<file path="config.mk">
export PLATFORM = sky130hd
export DESIGN_NAME = scheduler_unit
export DESIGN_NICKNAME = d
export VERILOG_FILES = /design/src/rtl/scheduler_unit.sv
export SDC_FILE = /design/constraint.sdc
export NUM_CORES = 1
export LEC_CHECK = 0
export CAP_MARGIN = 40
export CORE_AREA = 2 2 114 94
export CTS_CLUSTER_DIAMETER = 30
export DETAILED_ROUTE_END_ITERATION = 12
export DIE_AREA = 0 0 116 96
export DONT_BUFFER_PORTS = 1
export GPL_TIMING_DRIVEN = 0
export PLACE_DENSITY = 0.81
export SLEW_MARGIN = 10
export SYNTH_ARGS = -nofsm -noshare
export SYNTH_HDL_FRONTEND = slang
export SYNTH_SLANG_ARGS = --single-unit
</file>
<file path="constraint.sdc">
create_clock -name clock -period 2.9 [get_ports clock]
set_input_delay 0.58 -clock clock [delete_from_list [all_inputs] [get_ports clock]]
set_output_delay 0.58 -clock clock [all_outputs]
set_load 0.01 [all_outputs]
</file>
<file path="src/rtl/scheduler_unit.sv">
// scheduler_unit: interrupt/timer scheduler with vectored requests and saved-PC return.
// Build option: define SCHED_DMA_INT_EN to enable the DMA interrupt source.
module scheduler_unit (
    input  logic        clock,
    input  logic        reset,
    input  logic        SCHED_conf,
    input  logic [3:0]  SCHED_OP,
    input  logic [15:0] SCHED_value,
    input  logic [15:0] PC_pos,
    input  logic        SYSCALL_req,
    input  logic        DMA_done,
    input  logic        INT_ack,
    output logic        INT_req,
    output logic [15:0] INT_addr,
    output logic [15:0] SCHED_out,
    output logic        SCHED_out_valid,
    output logic        running
);
`ifdef SCHED_DMA_INT_EN
    localparam logic DMA_EN = 1'b1;
`else
    localparam logic DMA_EN = 1'b0;
`endif
    typedef enum logic [1:0] {IDLE, RUN, REQ, ISR} state_t;
    state_t      state_q, state_d;
    logic [15:0] sys_vec_q, sys_vec_d, tmr_vec_q, tmr_vec_d, dma_vec_q, dma_vec_d;
    logic [15:0] period_q, period_d, count_q, count_d, saved_q, saved_d;
    logic [15:0] addr_q, addr_d, out_q, out_d;
    logic        vld_q, vld_d;
    logic [2:0]  pend_q, pend_d, sel_q, sel_d, clr;
    logic        tick;
    always_comb begin
        state_d   = state_q;
        sys_vec_d = sys_vec_q;
        tmr_vec_d = tmr_vec_q;
        dma_vec_d = dma_vec_q;
        period_d  = period_q;
        count_d   = count_q;
        saved_d   = saved_q;
        addr_d    = addr_q;
        out_d     = out_q;
        vld_d     = 1'b0;
        sel_d     = sel_q;
        clr       = 3'b000;
        tick      = 1'b0;
        if ((state_q == RUN || state_q == ISR) && period_q != 16'd0) begin
            tick    = count_q == period_q - 16'd1;
            count_d = tick ? 16'd0 : count_q + 16'd1;
        end
        // Source priority is syscall > DMA > timer; the vector is captured before any same-edge write.
        if (state_q == RUN && pend_q != 3'b000) begin
            state_d = REQ;
            sel_d   = pend_q[0] ? 3'b001 : pend_q[1] ? 3'b010 : 3'b100;
            addr_d  = pend_q[0] ? sys_vec_q : pend_q[1] ? dma_vec_q : tmr_vec_q;
        end
        if (state_q == REQ && INT_ack) begin
            state_d = ISR;
            saved_d = PC_pos;
            clr     = sel_q;
        end
        pend_d = pend_q & ~clr;
        if (state_q != IDLE)
            pend_d = pend_d | {tick, DMA_EN & DMA_done, SYSCALL_req};
        if (SCHED_conf) begin
            case (SCHED_OP)
                4'b0001: sys_vec_d = SCHED_value;
                4'b0010: tmr_vec_d = SCHED_value;
                4'b0011: dma_vec_d = DMA_EN ? SCHED_value : dma_vec_q;
                4'b0100: begin
                    period_d = SCHED_value;
                    count_d  = 16'd0;
                    state_d  = (state_q == IDLE) ? RUN : state_d;
                end
                4'b0101: count_d = 16'd0;
                4'b0110: begin
                    out_d   = saved_q;
                    vld_d   = 1'b1;
                    state_d = (state_q == ISR) ? RUN : state_d;
                end
                4'b0111: begin
                    out_d = PC_pos;
                    vld_d = 1'b1;
                end
                default: ;
            endcase
        end
    end
    always_ff @(posedge clock) begin
        if (reset) begin
            state_q   <= IDLE;
            sys_vec_q <= '0;
            tmr_vec_q <= '0;
            dma_vec_q <= '0;
            period_q  <= '0;
            count_q   <= '0;
            saved_q   <= '0;
            addr_q    <= '0;
            out_q     <= '0;
            vld_q     <= 1'b0;
            pend_q    <= '0;
            sel_q     <= '0;
        end else begin
            state_q   <= state_d;
            sys_vec_q <= sys_vec_d;
            tmr_vec_q <= tmr_vec_d;
            dma_vec_q <= dma_vec_d;
            period_q  <= period_d;
            count_q   <= count_d;
            saved_q   <= saved_d;
            addr_q    <= addr_d;
            out_q     <= out_d;
            vld_q     <= vld_d;
            pend_q    <= pend_d;
            sel_q     <= sel_d;
        end
    end
    assign INT_req         = state_q == REQ;
    assign INT_addr        = addr_q;
    assign SCHED_out       = out_q;
    assign SCHED_out_valid = vld_q;
    assign running         = state_q != IDLE;
endmodule

</file>
==> impl_metrics.prom <==
# TYPE chip_impl_metric gauge
chip_impl_metric{name="worst_ep_required_time",unit="ns"} 3.17
chip_impl_metric{name="cts_htree_levels",unit=""} 4
chip_impl_metric{name="via_count_of_the_first_global_routing_pass",unit=""} 4666
chip_impl_metric{name="clock_transition_at_the_registers_of_the_reported_paths",unit="ns"} 0.06
chip_impl_metric{name="worstPathMaxFanout",unit=""} 10
chip_impl_metric{name="final_number_of_max_transition_violations",unit=""} 0
chip_impl_metric{name="drive_gt1_share",unit="%"} 9.160
chip_impl_info{name="worstPathCellList",value="inv_1 -> ha_1 -> buf_2 -> nor3b_2 -> nand4b_2 -> o31ai_1 -> nand3_1 -> nor4_4 -> buf_6 -> nor3_2"} 1
chip_impl_info{name="run_status",value="finished clean"} 1
chip_impl_metric{name="ys_warn_count",unit=""} 0
chip_impl_info{name="cts_tree",value="done"} 1
chip_impl_info{name="critical_path.top_delay_family",value="simple AND/OR/NAND/NOR gates"} 1
chip_impl_metric{name="ys_async_sr_fraction",unit="%"} 0
chip_impl_metric{name="dr_wl_met3",unit="µm"} 837
chip_impl_metric{name="wl_met2",unit="mm"} 6.884
chip_impl_metric{name="die-height",unit="µm"} 96
chip_impl_metric{name="seq_area",unit="µm²"} 2422
chip_impl_metric{name="boundaryPins",unit=""} 77
chip_impl_info{name="yosys-top-cells-area",value="sky130_fd_sc_hd__dfxtp_1, sky130_fd_sc_hd__nand2_1, sky130_fd_sc_hd__mux2i_1"} 1
chip_impl_metric{name="peakVddDrop",unit="mV"} 0.3927
chip_impl_metric{name="cellLeakagePower",unit="nW"} 2.331
chip_impl_metric{name="postCtsSetupBuffers",unit=""} 0
chip_impl_info{name="critPathSlowestCell",value="sky130_fd_sc_hd__nor4_4"} 1
chip_impl_metric{name="drt-pass1-iter-count",unit=""} 5
chip_impl_metric{name="postLayoutCellArea",unit="µm²"} 6160
chip_impl_info{name="worstSetupStartpointType",value="flop"} 1
chip_impl_metric{name="gp_congestion",unit=""} 0.8710
chip_impl_metric{name="ys_types",unit=""} 54
chip_impl_metric{name="min_period_over_period",unit="%"} 91.34
chip_impl_metric{name="max_freq",unit="MHz"} 377.5
chip_impl_metric{name="fill_cells",unit=""} 831
chip_impl_info{name="setup.worst_path.class",value="flop to flop"} 1
chip_impl_metric{name="syn-instance-count",unit=""} 621
chip_impl_metric{name="nets",unit=""} 686
chip_impl_metric{name="min_setup_slack_post_route",unit="ns"} 0.2512
chip_impl_metric{name="route.antenna.remaining_nets",unit=""} 0
chip_impl_metric{name="diodes",unit=""} 0
chip_impl_metric{name="max-clock-path-buffers",unit=""} 2
chip_impl_metric{name="m1WireLength",unit="mm"} 5.853
chip_impl_metric{name="overflow",unit=""} 0
chip_impl_metric{name="grt_first_pass_wirelength",unit="mm"} 22.11
chip_impl_metric{name="synth.ff_latch_count",unit=""} 121
chip_impl_metric{name="holdWs",unit="ns"} 0.3004
chip_impl_metric{name="cts_hold_buf",unit=""} 0
chip_impl_metric{name="synth-simple-area-share",unit="%"} 25.74
chip_impl_metric{name="post_cts.resized_instances",unit=""} 0
chip_impl_metric{name="synth_top_area_share",unit="%"} 44.94
chip_impl_metric{name="finalSetupTns",unit="ns"} 0
chip_impl_metric{name="core.rowCount",unit=""} 33
chip_impl_metric{name="synthToLayoutAreaGrowth",unit="%"} 14.28
chip_impl_metric{name="worstSkewPairLatency",unit="ns"} 0.41
chip_impl_metric{name="floorplan.die_area",unit="µm²"} 11140
chip_impl_metric{name="yosys.area_share.xor_xnor",unit="%"} 5.687
chip_impl_metric{name="drc_errors",unit=""} 0
chip_impl_info{name="synthFlopType",value="sky130_fd_sc_hd__dfxtp_1"} 1
chip_impl_metric{name="worst_margin_slew",unit="ns"} 0.7879
chip_impl_metric{name="yosysSeqAreaShare",unit="%"} 44.94
chip_impl_metric{name="largest_net_degree_at_the_start_of_global_routing",unit=""} 17
chip_impl_metric{name="syn_area_per_cell",unit="µm²"} 8.680
chip_impl_metric{name="place_area",unit="µm²"} 5565
chip_impl_metric{name="max-cap-violations",unit=""} 0
chip_impl_metric{name="multi_input_area",unit="µm²"} 2783
chip_impl_metric{name="synth_fa_ha_area_share",unit="%"} 0.4643
chip_impl_metric{name="timing.max_slew.rel_slack",unit="%"} 47.07
chip_impl_metric{name="synth.area.mux_share",unit="%"} 6.314
chip_impl_metric{name="worst_ep_arrival_time",unit="ns"} 2.91
chip_impl_metric{name="floorplan.initialDensity",unit="%"} 53.94
chip_impl_metric{name="total_power_of_the_final_layout",unit="mW"} 3.897
chip_impl_info{name="route.top_layer_used",value="met4"} 1
chip_impl_metric{name="detailedPlace.worstSlack",unit="ns"} 0.1594
chip_impl_info{name="grt_setup_unrepaired",value="false"} 1
chip_impl_info{name="synth_top_family_by_area",value="simple AND/OR/NAND/NOR gates"} 1
chip_impl_metric{name="pwr_density_cell",unit="nW/µm²"} 632.6
chip_impl_info{name="root_buffer",value="sky130_fd_sc_hd__clkbuf_16"} 1
chip_impl_metric{name="tritoncts_num_sinks",unit=""} 121
chip_impl_metric{name="worst-r2r-setup-slack",unit="ns"} 0.25
chip_impl_metric{name="skew",unit="ns"} 0.01030
chip_impl_metric{name="number_of_enable_flip_flop_cells_after_synthesis",unit=""} 0
chip_impl_metric{name="number_of_clock_buffers_inserted_by_tritoncts",unit=""} 17
chip_impl_metric{name="finalHoldViolations",unit=""} 0
chip_impl_metric{name="core_region_area",unit="µm²"} 9992
chip_impl_metric{name="place.detailed.hpwl",unit="mm"} 9.579
chip_impl_info{name="synth.largest_area_cell",value="sky130_fd_sc_hd__dfxtp_1"} 1
chip_impl_metric{name="die_w",unit="µm"} 116
chip_impl_metric{name="drt-vias-per-instance",unit=""} 5.907
chip_impl_metric{name="placement.io_buffers",unit=""} 0
chip_impl_metric{name="grt_antenna_before_repair",unit=""} 0
chip_impl_metric{name="synth_compound_gate_area_share",unit="%"} 13.42
chip_impl_metric{name="synth.net_count",unit=""} 665
chip_impl_metric{name="num_vias",unit=""} 4696
chip_impl_metric{name="finalWorstPathRequiredPeriod",unit="ns"} 2.649
chip_impl_metric{name="critical-path-max-stage-delay",unit="ns"} 0.39
chip_impl_metric{name="netlist_area",unit="µm²"} 5390
chip_impl_metric{name="report.final.setup_viol",unit=""} 0
chip_impl_metric{name="grt.total_usage",unit="%"} 25.26
chip_impl_metric{name="wl_per_cell",unit="µm"} 17.49
chip_impl_info{name="critical_path_sink_type",value="flop"} 1
chip_impl_metric{name="postRouteWirelength",unit="mm"} 13.90
chip_impl_metric{name="critical_path_buf_inv_count",unit=""} 3
chip_impl_metric{name="detail_route.iter0.violations",unit=""} 343
chip_impl_info{name="tightest_hold_check_type",value="primary input to flop"} 1
[synthesized netlist by cell type, drive strengths merged, types with 3 or more instances]
cell,count
or4,3
o21ai,4
nand2,100
a211oi,16
or3,3
nand4b,5
nor3b,18
nand3,8
and4,3
nor3,38
nor2,68
o221ai,16
inv,7
mux2i,34
xor2,13
clkbuf,38
dfxtp,121
a31oi,3
xnor2,22
nor4,3
o2111ai,3
and3,6
nand4,5
a21oi,55
[through the flow]
step | instances | utilization, %
finish | 795 | 61.65
global route | 795 | 61.65
CTS | 793 | 61.50
detailed placement | 761 | 55.70
global placement | 761 | 55.70
floorplan | 621 | -
[power by group]
part / total, mW / leakage, nW / switching, mW / internal, mW
Combinational: 0.134 / 1.07 / 0.0896 / 0.0445
Sequential: 1.68 / 0.975 / 0.00964 / 1.67
Clock: 2.08 / 0.282 / 0.867 / 1.21
[per-layer routing]
metal  GRT usage (%)  vias to the layer above
li1                -                     2224
met1           30.37                     2276
met2           42.69                      162
met3           6.864                       34
met4           11.11                        0
met5               0                        -
[state kept, by name (all words and copies together), names as in the netlist]
register,cells
tmr_vec_q,16
sys_vec_q,16
count_q,16
pend_q,3
sel_q,3
SCHED_out,16
period_q,16
SCHED_out_valid,1
INT_addr,16
state_q,2
saved_q,16
[cell usage in the layout (no fill, tap or decap), types with 3 or more instances in the layout]
| cell | n |
|---|---|
| sky130_fd_sc_hd__dfxtp_1 | 121 |
| sky130_fd_sc_hd__nand2_1 | 100 |
| sky130_fd_sc_hd__nor2_1 | 67 |
| sky130_fd_sc_hd__a21oi_1 | 55 |
| sky130_fd_sc_hd__clkbuf_1 | 38 |
| sky130_fd_sc_hd__mux2i_1 | 34 |
| sky130_fd_sc_hd__nor3_1 | 27 |
| sky130_fd_sc_hd__xnor2_1 | 22 |
| sky130_fd_sc_hd__nor3b_1 | 17 |
| sky130_fd_sc_hd__clkbuf_16 | 17 |
| sky130_fd_sc_hd__a211oi_1 | 16 |
| sky130_fd_sc_hd__o221ai_1 | 16 |
| sky130_fd_sc_hd__xor2_1 | 13 |
| sky130_fd_sc_hd__nor3_2 | 11 |
| sky130_fd_sc_hd__nand3_1 | 8 |
| sky130_fd_sc_hd__inv_6 | 7 |
| sky130_fd_sc_hd__inv_1 | 6 |
| sky130_fd_sc_hd__and3_1 | 6 |
| sky130_fd_sc_hd__nand4_1 | 5 |
| sky130_fd_sc_hd__nand4b_1 | 4 |
| sky130_fd_sc_hd__a31oi_1 | 3 |
| sky130_fd_sc_hd__and4_1 | 3 |
| sky130_fd_sc_hd__or3_1 | 3 |
| sky130_fd_sc_hd__inv_8 | 3 |
[layout make-up]
type / count / area share [%]
buffer: 40 / 2.580
clock buffer: 17 / 6.906
clock inverter: 15 / 2.498
inverter: 7 / 0.4266
multi-input combinational: 453 / 45.18
sequential: 121 / 39.33
tap: 140 / 2.844
timing repair buffer: 2 / 0.2438
[cell families after synthesis]
logic type	after synthesis
xor+xnor	35
simple gates	272
fa+ha+maj	2
flops	121
compound gates	110
buf+inv	47
mux	34
[worst register-to-register path: cells and delay by family (launching register included)]
kind,cells,cell delay (ns)
simple gates,5,1.21
buf+inv,3,0.50
flops,1,0.38
compound gates,1,0.27
fa+ha+maj,1,0.14
[worst paths after layout]
path,startpoint,end,depth (start not counted)
setup / recovery,period_q[0],count_q[8],10
hold / removal,SCHED_value[8],period_q[8],2
setup reg to reg,period_q[0],count_q[8],10
hold reg to reg,sel_q[1],pend_q[1],1
Note: power is estimated with default switching activity, not from simulation.
